### config.mk
export PLATFORM = sky130hd
export DESIGN_NAME = cdc_toggle_rx
export DESIGN_NICKNAME = d
export VERILOG_FILES = /design/src/rtl/cdc_toggle_rx.sv
export SDC_FILE = /design/constraint.sdc
export NUM_CORES = 1
export LEC_CHECK = 0
export CORE_UTILIZATION = 35
export CTS_CLUSTER_DIAMETER = 120
export DETAILED_ROUTE_END_ITERATION = 10
export HOLD_SLACK_MARGIN = 0.15
export PLACE_DENSITY = 0.67
export SLEW_MARGIN = 20
export SYNTH_ARGS = -nofsm -noshare
export SYNTH_HDL_FRONTEND = slang
export SYNTH_SLANG_ARGS = --single-unit
### constraint.sdc
create_clock -name myClock -period 1.1 [get_ports myClock]
set_input_delay 0.22 -clock myClock [delete_from_list [all_inputs] [get_ports myClock]]
set_output_delay 0.22 -clock myClock [all_outputs]
set_load 0.1 [all_outputs]
### src/rtl/cdc_toggle_rx.sv
// Receive side of the two-phase toggle CDC handshake: synchronizes req_tgl, captures data_in,
// presents it on valid/ready and returns ack_tgl. Optional: CDC_TOGGLE_RX_EARLY_ACK_EN (ack on capture).
module cdc_toggle_rx #(
  parameter int WIDTH       = 8,
  parameter int SYNC_STAGES = 2
) (
  input  logic             myClock,
  input  logic             myNewReset,
  input  logic             req_tgl,
  input  logic [WIDTH-1:0] data_in,
  output logic             ack_tgl,
  output logic             out_valid,
  input  logic             out_ready,
  output logic [WIDTH-1:0] out_data
);

  localparam logic [0:0] IDLE = 1'b0;
  localparam logic [0:0] FULL = 1'b1;

  logic [SYNC_STAGES-1:0] sync_q, sync_d;
  logic [0:0]             state_q, state_d;
  logic                   req_seen_q, req_seen_d;
  logic                   ack_q, ack_d;
  logic [WIDTH-1:0]       data_q, data_d;
  logic                   req_s, pending, capture;

  // Pure shift chain: nothing may sit between synchronizer flops.
  assign sync_d  = {sync_q[SYNC_STAGES-2:0], req_tgl};
  assign req_s   = sync_q[SYNC_STAGES-1];
  assign pending = req_s ^ req_seen_q;

  always_comb begin
    state_d    = state_q;
    req_seen_d = req_seen_q;
    ack_d      = ack_q;
    data_d     = data_q;
    capture    = 1'b0;
    case (state_q)
      IDLE: begin
        if (pending) begin
          capture = 1'b1;
          state_d = FULL;
        end
      end
      FULL: begin
        if (out_ready) begin
`ifdef CDC_TOGGLE_RX_EARLY_ACK_EN
          // A request held during FULL is taken on the consume edge itself.
          if (pending) capture = 1'b1;
          else         state_d = IDLE;
`else
          state_d = IDLE;
          ack_d   = ~ack_q;
`endif
        end
      end
      default: state_d = IDLE;
    endcase
    if (capture) begin
      data_d     = data_in;
      req_seen_d = req_s;
`ifdef CDC_TOGGLE_RX_EARLY_ACK_EN
      ack_d      = ~ack_q;
`endif
    end
  end

  always_ff @(posedge myClock or posedge myNewReset) begin
    if (myNewReset) begin
      sync_q     <= '0;
      state_q    <= IDLE;
      req_seen_q <= 1'b0;
      ack_q      <= 1'b0;
      data_q     <= '0;
    end else begin
      sync_q     <= sync_d;
      state_q    <= state_d;
      req_seen_q <= req_seen_d;
      ack_q      <= ack_d;
      data_q     <= data_d;
    end
  end

  assign ack_tgl   = ack_q;
  assign out_valid = (state_q == FULL);
  assign out_data  = data_q;

endmodule
==> results of run 1 <==
[layout make-up]
| type | instances | area, sq um | area share, % |
|---|---|---|---|
| timing repair buffer | 33 | 427 | 42.7 |
| sequential | 13 | 330 | 33.0 |
| multi-input combinational | 14 | 194 | 19.4 |
| clock buffer | 4 | 26.3 | 2.63 |
| tap | 15 | 18.8 | 1.88 |
| inverter | 1 | 3.75 | 0.375 |
[sequential cells by signal, indices dropped and copies added, names as in the netlist]
signal / flops
out_valid: 1
sync_q: 2
out_data: 8
ack_tgl: 1
req_seen_q: 1
[layout by cell type (no fill, tap or decap)]
cell	instances
buf_12	11
buf_4	7
buf_6	3
clkbuf_1	1
clkbuf_4	3
clkdlybuf4s50_1	11
dfrtp_1	11
dfrtp_2	1
dfrtp_4	1
dlygate4sd3_1	1
inv_1	1
mux2_4	9
mux2i_1	1
nand2_1	1
nor2_8	1
xnor2_1	1
xnor2_2	1
[layer usage]
layer	global-route usage, %	vias up
met2	25.8	15
met5	0	-
met3	3.89	0
li1	-	169
met1	16.5	173
met4	7.50	0
[critical path, delay by kind of cell, from the launching register on]
kind,cells,cell delay [ns]
buf+inv,1,0.14
flops,1,0.50
mux,1,0.32
simple gates,1,0.21
[logic make-up after synthesis]
logic type | share of synthesized area [%]
XOR/XNOR | 4.82
buffers and inverters | 0.722
flip-flops | 62.7
multiplexers | 27.2
AND/OR/NAND/NOR | 4.58
[worst max path at each step]
stage                           from     endpoint  slack, ns  cells past startpoint
after floorplan            out_valid  out_data[0]      -0.19                      2
after global placement    req_seen_q  out_data[6]      -0.14                      3
after detailed placement  req_seen_q  out_data[2]      -0.18                      3
after CTS                 req_seen_q  out_data[0]      -0.19                      3
after global routing       out_valid  out_data[0]      -0.22                      3
final                      out_valid  out_data[2]      -0.19                      3
[per-stage QoR]
stage	area [sq um]	utilization [%]	hold slack, ns	setup slack [ns]
floorplan	524	-	0.0969	-0.188
global placement	876	65.7	0.333	-0.141
detailed placement	876	65.7	0.346	-0.175
CTS	970	72.7	0.364	-0.186
global route	1000	75.0	0.366	-0.221
finish	1000	75.0	0.359	-0.189
[what timing repair did]
action                                  4_1_cts  5_1_grt
pin swaps                                     0        1
hold buffers                                  1        0
buffers inserted                              5        4
resized for setup                             2        3
endpoints found under the hold margin         3        0
endpoints found under the setup margin       12       19
==> results.md, run 1 <==
* Routed wire length at 1060 um
* Vias in the first global route at 350
* Total Routing Usage GR at 14.9%
* Syn nets at 40
* Core area at 0.00133 sq mm
* Boundary Pins at 22
* Count leader, synth: dfrtp_1
* Top cell type's share of synthesized area at 62.7%
* Worst Hold End: sync_q[1]
* Crit Path Max Fanout at 8
* Hold depth at 0
* Clk_lat worst skew at 0.26 ns
* Maximum capacitance violations at 0
* Number of CTS-inserted buffers at 3
* Hold Crit Start: sync_q[0]
* CTS tree: yes
* Synth Warn # at 0
* Largest net degree at the start of global routing at 9
* Standard-cell rows at 13
* Clk buf depth at 2
* Post-DR vias/cell at 4.46
* Synthesis-to-layout area growth at 92.5%
* R2r setup slk at -0.19 ns
* Post-route setup slack at -0.189 ns
* Syn Inst Count at 28
* Slowest-stage cell, CP: dfrtp_4
* Outcome: finished, violations left
* DR iter-0 viols at 3
* Routability cong. at 0.581
* Max Used Layer: met3
* Sequential-to-total area share from yosys stat at 62.7%
* Final-report setup violation count at 10
* Worst endpoint required time at 1.25 ns
* Path depth of the worst reg2reg path at 3
* Wire length of the first global-routing pass at 1540 um
* Async set or reset register ratio after synthesis at 100%
* I/O Buffers at 21
* Fillcell total at 78
* Setup TNS at -1.69 ns
* Maximum clock rate at 776 MHz
* Slowest stage delay, CP at 0.50 ns
* Failing checks: setup timing
* Wire length on met1 at 427 um
* Count of final hold-check violations at 0
* Met3 wire len at 59 um
* Initial antenna violation count at 0
* Cell Count, Final, Fillers Out at 80
* Setup CP Type: flop to flop
* Startpoint Class: flop
* Final Cycle Share at 117%
* Worst R2R Start: out_valid
* Hpwl dp at 815 um
* Largest area contributor in the netlist: dfrtp_1
* Worst path cell trace: buf_12 -> nor2_8 -> mux2_4
* DR WL/cell at 13.3 um
* Final Net Count at 78
* DRC Markers at 0
* Max-slew headroom at 79.5%
* Placed cell count at 67
* Arr. time, crit path at 1.44 ns
* Hold Path Class: flop to flop
* Die width at 40.5 um
* Type of element capturing the critical path: flop
* Max-slew violations at 0
* Diode count at 0
* Most frequent cells after synthesis: dfrtp_1 (13), mux2_4 (8)
* Yosys reg bits at 13
* Main synth FF type: dfrtp_1
* Area contributors post-synth: dfrtp_1 (63%), mux2_4 (23%), nor2_8 (3.9%)
* EDFF count, synth at 0
* DR vias at 357
* Die Footprint at 0.00164 sq mm
* Mapped Area at 519 sq um
* Fin Clk Skew at 0.000530 ns
* Cell variety after synth at 9
* Slew at the pin with the worst max-slew slack at 0.306 ns
* Final min period at 1.29 ns
* # clock sinks at 13
* Drt pass-1 iters at 2
* Grt total ovfl at 0
* H-tree Lvls at 1
* Clock transition at path regs at 0.08 ns
* Layout cells sized above 1 at 56.9%
* Synth Area per Inst at 18.5 sq um
* RR Endpoint: out_data[2]
* Post-route ant nets at 0
* CTS root buf: clkbuf_4
* Die height at 40.5 um
* Unrepaired setup endpoints after global routing: yes
* Initial core utilization at 38.9%
* Metal2 WL at 575 um
Power of run 1 is left out: the tool's default activity adds up to more than one toggle a clock period on the data nets, which glitch-free logic cannot reach.
==> run 2: changes to the inputs <==
CTS_CLUSTER_SIZE = 30   (was not set)
==> results of run 2 <==
No change in the layout: final DEF, timing and power equal those of run 1.
Power of run 2 is left out for the same reason.
